<file path="config.mk">
export PLATFORM = sky130hd
export DESIGN_NAME = mic_level_meter
export DESIGN_NICKNAME = d
export VERILOG_FILES = /design/src/rtl/mic_level_meter.sv
export SDC_FILE = /design/constraint.sdc
export NUM_CORES = 1
export LEC_CHECK = 0
export ABC_AREA = 1
export CAP_MARGIN = 20
export CORE_ASPECT_RATIO = 0.7
export CORE_MARGIN = 2
export CORE_UTILIZATION = 35
export CTS_CLUSTER_DIAMETER = 200
export DETAILED_ROUTE_END_ITERATION = 16
export PLACE_DENSITY_LB_ADDON = 0.25
export REMOVE_ABC_BUFFERS = 1
export SETUP_SLACK_MARGIN = 0.02
export SYNTH_ARGS = -nofsm -noshare
export SYNTH_HDL_FRONTEND = slang
export SYNTH_SLANG_ARGS = --single-unit
</file>
<file path="constraint.sdc">
create_clock -name clk -period 4.3 [get_ports clk]
set_input_delay 0.86 -clock clk [delete_from_list [all_inputs] [get_ports clk]]
set_output_delay 0.86 -clock clk [all_outputs]
set_load 0.02 [all_outputs]
</file>
<file path="src/rtl/mic_level_meter.sv">
`default_nettype none
// ============================================================================
// Module      : mic_level_meter
// Description : Windowed peak detector for a 12-bit offset-binary microphone
//               stream, driving a 4-bit bar-graph level with one-step decay.
// Revision    : 1.0 - initial release
// ============================================================================
module mic_level_meter #(
   parameter int WINDOW = 2000
) (
   input  logic        clk,
   input  logic        rst_n,
   input  logic        sample_valid,
   input  logic [11:0] sample,
   output logic [3:0]  level,
   output logic        level_valid,
   output logic [10:0] peak
);

   localparam logic [15:0] c_last = 16'(WINDOW - 1);

   logic [10:0] r_mag;
   logic        r_mag_v;
   logic [10:0] r_acc;
   logic [15:0] r_win_cnt;
   logic [3:0]  r_level;
   logic        r_level_valid;
   logic [10:0] r_peak;

   logic [10:0] w_mag;
   logic [10:0] w_final;
   logic        w_close;
   logic [3:0]  w_new_level;

   // Upper half maps to sample-2048, lower half to 2047-sample (bit inversion).
   assign w_mag       = sample[11] ? sample[10:0] : ~sample[10:0];
   assign w_final     = (r_mag > r_acc) ? r_mag : r_acc;
   assign w_close     = r_mag_v && (r_win_cnt == c_last);
   assign w_new_level = w_final[10:7];

   always_ff @(posedge clk or negedge rst_n) begin
      if (!rst_n) begin
         r_mag         <= '0;
         r_mag_v       <= 1'b0;
         r_acc         <= '0;
         r_win_cnt     <= '0;
         r_level       <= '0;
         r_level_valid <= 1'b0;
         r_peak        <= '0;
      end else begin
         r_mag_v       <= sample_valid;
         r_level_valid <= 1'b0;
         if (sample_valid) begin
            r_mag <= w_mag;
         end
         if (r_mag_v) begin
            if (w_close) begin
               r_acc         <= '0;
               r_win_cnt     <= '0;
               r_peak        <= w_final;
               r_level_valid <= 1'b1;
               // Instant attack, one-step decay; level-1 is safe since new_level>=0.
               if (w_new_level >= r_level) begin
                  r_level <= w_new_level;
               end else begin
                  r_level <= r_level - 4'd1;
               end
            end else begin
               r_acc     <= w_final;
               r_win_cnt <= r_win_cnt + 16'd1;
            end
         end
      end
   end

   assign level       = r_level;
   assign level_valid = r_level_valid;
   assign peak        = r_peak;

endmodule
`default_nettype wire
</file>
==> results by group <==
Run status
  – Outcome: finished clean

Global route
  – Largest net degree at the start of global routing: 36
  – Number of global-route vias before repair: 2353
  – Gr usage total: 15.2%
  – Initial antenna violation count: 0
  – Gr ovfl total: 0
  – First-pass GRT wire length: 11400 µm

Place
  – Dpl hpwl: 4840 µm
  – Placed instance area: 3460 µm²
  – IO buf count: 30
  – Placement Setup Slack: 1400 ps
  – Dpl cells: 510
  – Gp weighted congestion: 0.856

Clocking
  – Worst-path clk slew: 70 ps
  – Total clock sinks: 55
  – Worst skew pair latency: 300 ps
  – Cts repair resizes: 0
  – Clk root buf: clkbuf_16
  – Setup Buffers After CTS: 0
  – Max Root-Sink Buffers: 2
  – CTS tree: done
  – Num CTS Buffers: 5
  – H-tree levels: 2
  – Hold_buf cts: 0

Flow run
  – Max-cap violation count: 0

Hold path
  – Hold Startpoint: peak[7]
  – Min-delay worst type: reg2reg

Yosys
  – Largest cells by area after synthesis: dfrtp_1, nand2_1, ha_1
  – EDFF count, synth: 0
  – Top_reg_cell synth: dfrtp_1
  – Syn Std Cell Area: 3080 µm²
  – Synth unique cells: 40
  – Avg Synthesized Cell Area: 8.31 µm²
  – Synth Warn #: 0
  – Sequential area share after synthesis: 44.6%
  – Syn Inst Count: 371
  – Top-area cell type share of the netlist area: 44.6%
  – Top cell type by total area after synthesis: dfrtp_1
  – Flops & latches, synth: 55
  – Async SR Flop Fraction: 100%

Worst setup path
  – Crit path DAT: 3110 ps
  – Crit path largest cell delay: 440 ps
  – CP Cell Sequence: ha_1 > nand2_1 > inv_1 > a21oi_1 > nand3_2 > nand2_4 > nand2_1 > o21ai_2 > inv_1 > ha_1 > inv_1 > o21bai_1 > nand3_1 > nand3_2 > nor2_1 > nor2_1 > nand2_1 > nand2_1
  – CP Max Fanout: 21
  – CP max-delay cell: dfrtp_1
  – CP Launch Type: flop
  – Crit. End Element: flop
  – Worst endpoint required time: 4480 ps
  – Critical path type: reg2reg
  – R2r startpoint: r_mag[9]
  – Most used cell, CP: nand2_1
  – Worst setup startpoint: r_mag[9]

Timing
  – Tcrit/Tclk final: 68.2%
  – Setup WS post-layout: 1370 ps
  – Period minus WS final: 2930 ps
  – Achievable frequency: 341 MHz
  – Setup_tns: 0 ps
  – RSZ-0062 raised after global routing: false
  – Final Hold Viols: 0
  – Slew HR: 48.7%
  – Final setup fails: 0
  – Clock skew: 9.85 ps
  – Pins Over Slew Limit: 0
  – Least-Margin Pin Slew: 769 ps

Pwr
  – Reg power frac: 36.5%
  – P_leak: 0.00173 µW
  – Switching part of the total: 39.2%
  – Cell Int Power: 1110 µW
  – Comb power frac: 39.7%
  – PwrDens: 505 nW/µm²
  – Peak VDD IR: 0.206 mV
  – Sw power: 718 µW
  – Total chip power: 1830 µW
  – Clk pwr share: 23.8%

Drt
  – Post-DRT Antenna Nets: 0
  – DRC: 0
  – DR pass1 iterations: 4
  – Drt total wl: 6670 µm
  – Starting DRT DRC Count: 138
  – DR WL/cell: 12.9 µm
  – Vias: 2400
  – Avg Vias per Cell: 4.63

Floorplan
  – Core Area: 8510 µm²
  – Row cnt: 28
  – Die Span X: 116 µm
  – Die area: 9590 µm²
  – Ports: 31
  – Die height: 82.5 µm
  – Initial Util: 36.2%

Finish
  – ANT cells: 0
  – Most frequent cells in the layout: nand2_1, dfrtp_1, inv_1, clkdlybuf4s50_1, nor2_1
  – Layout Cells excl Fill: 518
  – Final Instance Area: 3620 µm²
  – Final #Nets: 429
  – P&R area growth vs syn: 17.5%
  – Most common cell after layout, fill and taps aside: nand2_1
  – Layout cells sized above 1: 7.04%
[metal layers]
layer	vias up	share of wire [%]	GRT usage, %
met2	47	41	22.9
li1	1244	-	-
met1	1102	54	22.4
met5	-	0	0
met3	7	4.8	3.43
met4	0	0.56	3.10
[Yosys cell counts, types with 3 or more instances]
cell type,instances
nand2_1,85
xor2_1,14
o21ai_1,26
nor2_1,27
clkbuf_1,4
buf_2,4
ha_1,17
dfrtp_1,55
nand3_1,15
nand4_1,7
o21ai_0,15
inv_1,51
o21ai_2,3
nor3_1,4
a21oi_1,14
[state kept, by name (all words and copies together), names as in the netlist]
register,count
peak,11
r_mag_v,1
level,4
r_mag,11
level_valid,1
r_win_cnt,16
r_acc,11
[final cells by class]
type,count,area (µm²)
fill,867,4890
multi-input combinational,251,1440
sequential,55,1380
timing repair buffer,31,303
inverter,53,199
clock buffer,7,153
tap,120,150
clock inverter,1,7.51
[power by group through the flow]
stage	combinational [µW]	clock [µW]	sequential (µW)
2_1_floorplan	555	0	659
3_3_place_gp	714	0	672
3_5_place_dp	728	0	674
4_1_cts	732	454	667
5_1_grt	848	476	678
6_report	727	436	668
[path summary, 6_finish.rpt]
path / to / slack [ps] / cells past startpoint
worst max-delay path: level[2] / 1370 / 18
worst min-delay path: peak[7] / 480 / 2
worst max register to register: level[2] / 1370 / 18
worst min register to register: peak[7] / 480 / 2
max in group asynchronous: r_acc[9] / 2880 / 2
min in group asynchronous: peak[5] / 640 / 1
[critical path: cells and delay by family (launching register included)]
| family | cells | cell delay (ps) |
|---|---|---|
| AND/OR/NAND/NOR | 10 | 1180 |
| adder cells (fa/ha/maj) | 2 | 600 |
| flip-flops | 1 | 440 |
| AO/OA/AOI/OAI | 3 | 380 |
| buffers and inverters | 3 | 190 |
[cells by family after synthesis]
kind of cell,after synthesis,share of synthesized area (%)
fa+ha+maj,17,6.90
buf+inv,65,8.80
flops,55,44.6
xor+xnor,16,4.54
simple gates,153,23.6
compound gates,65,11.6
[through the flow]
step | hold slack (ps) | utilization [%]
6_report | 481 | 42.6
5_1_grt | 523 | 42.6
4_1_cts | 487 | 42.6
3_5_place_dp | 470 | 40.7
3_3_place_gp | 472 | 40.7
2_1_floorplan | 459 | -
(Power assumes the default switching activity.)
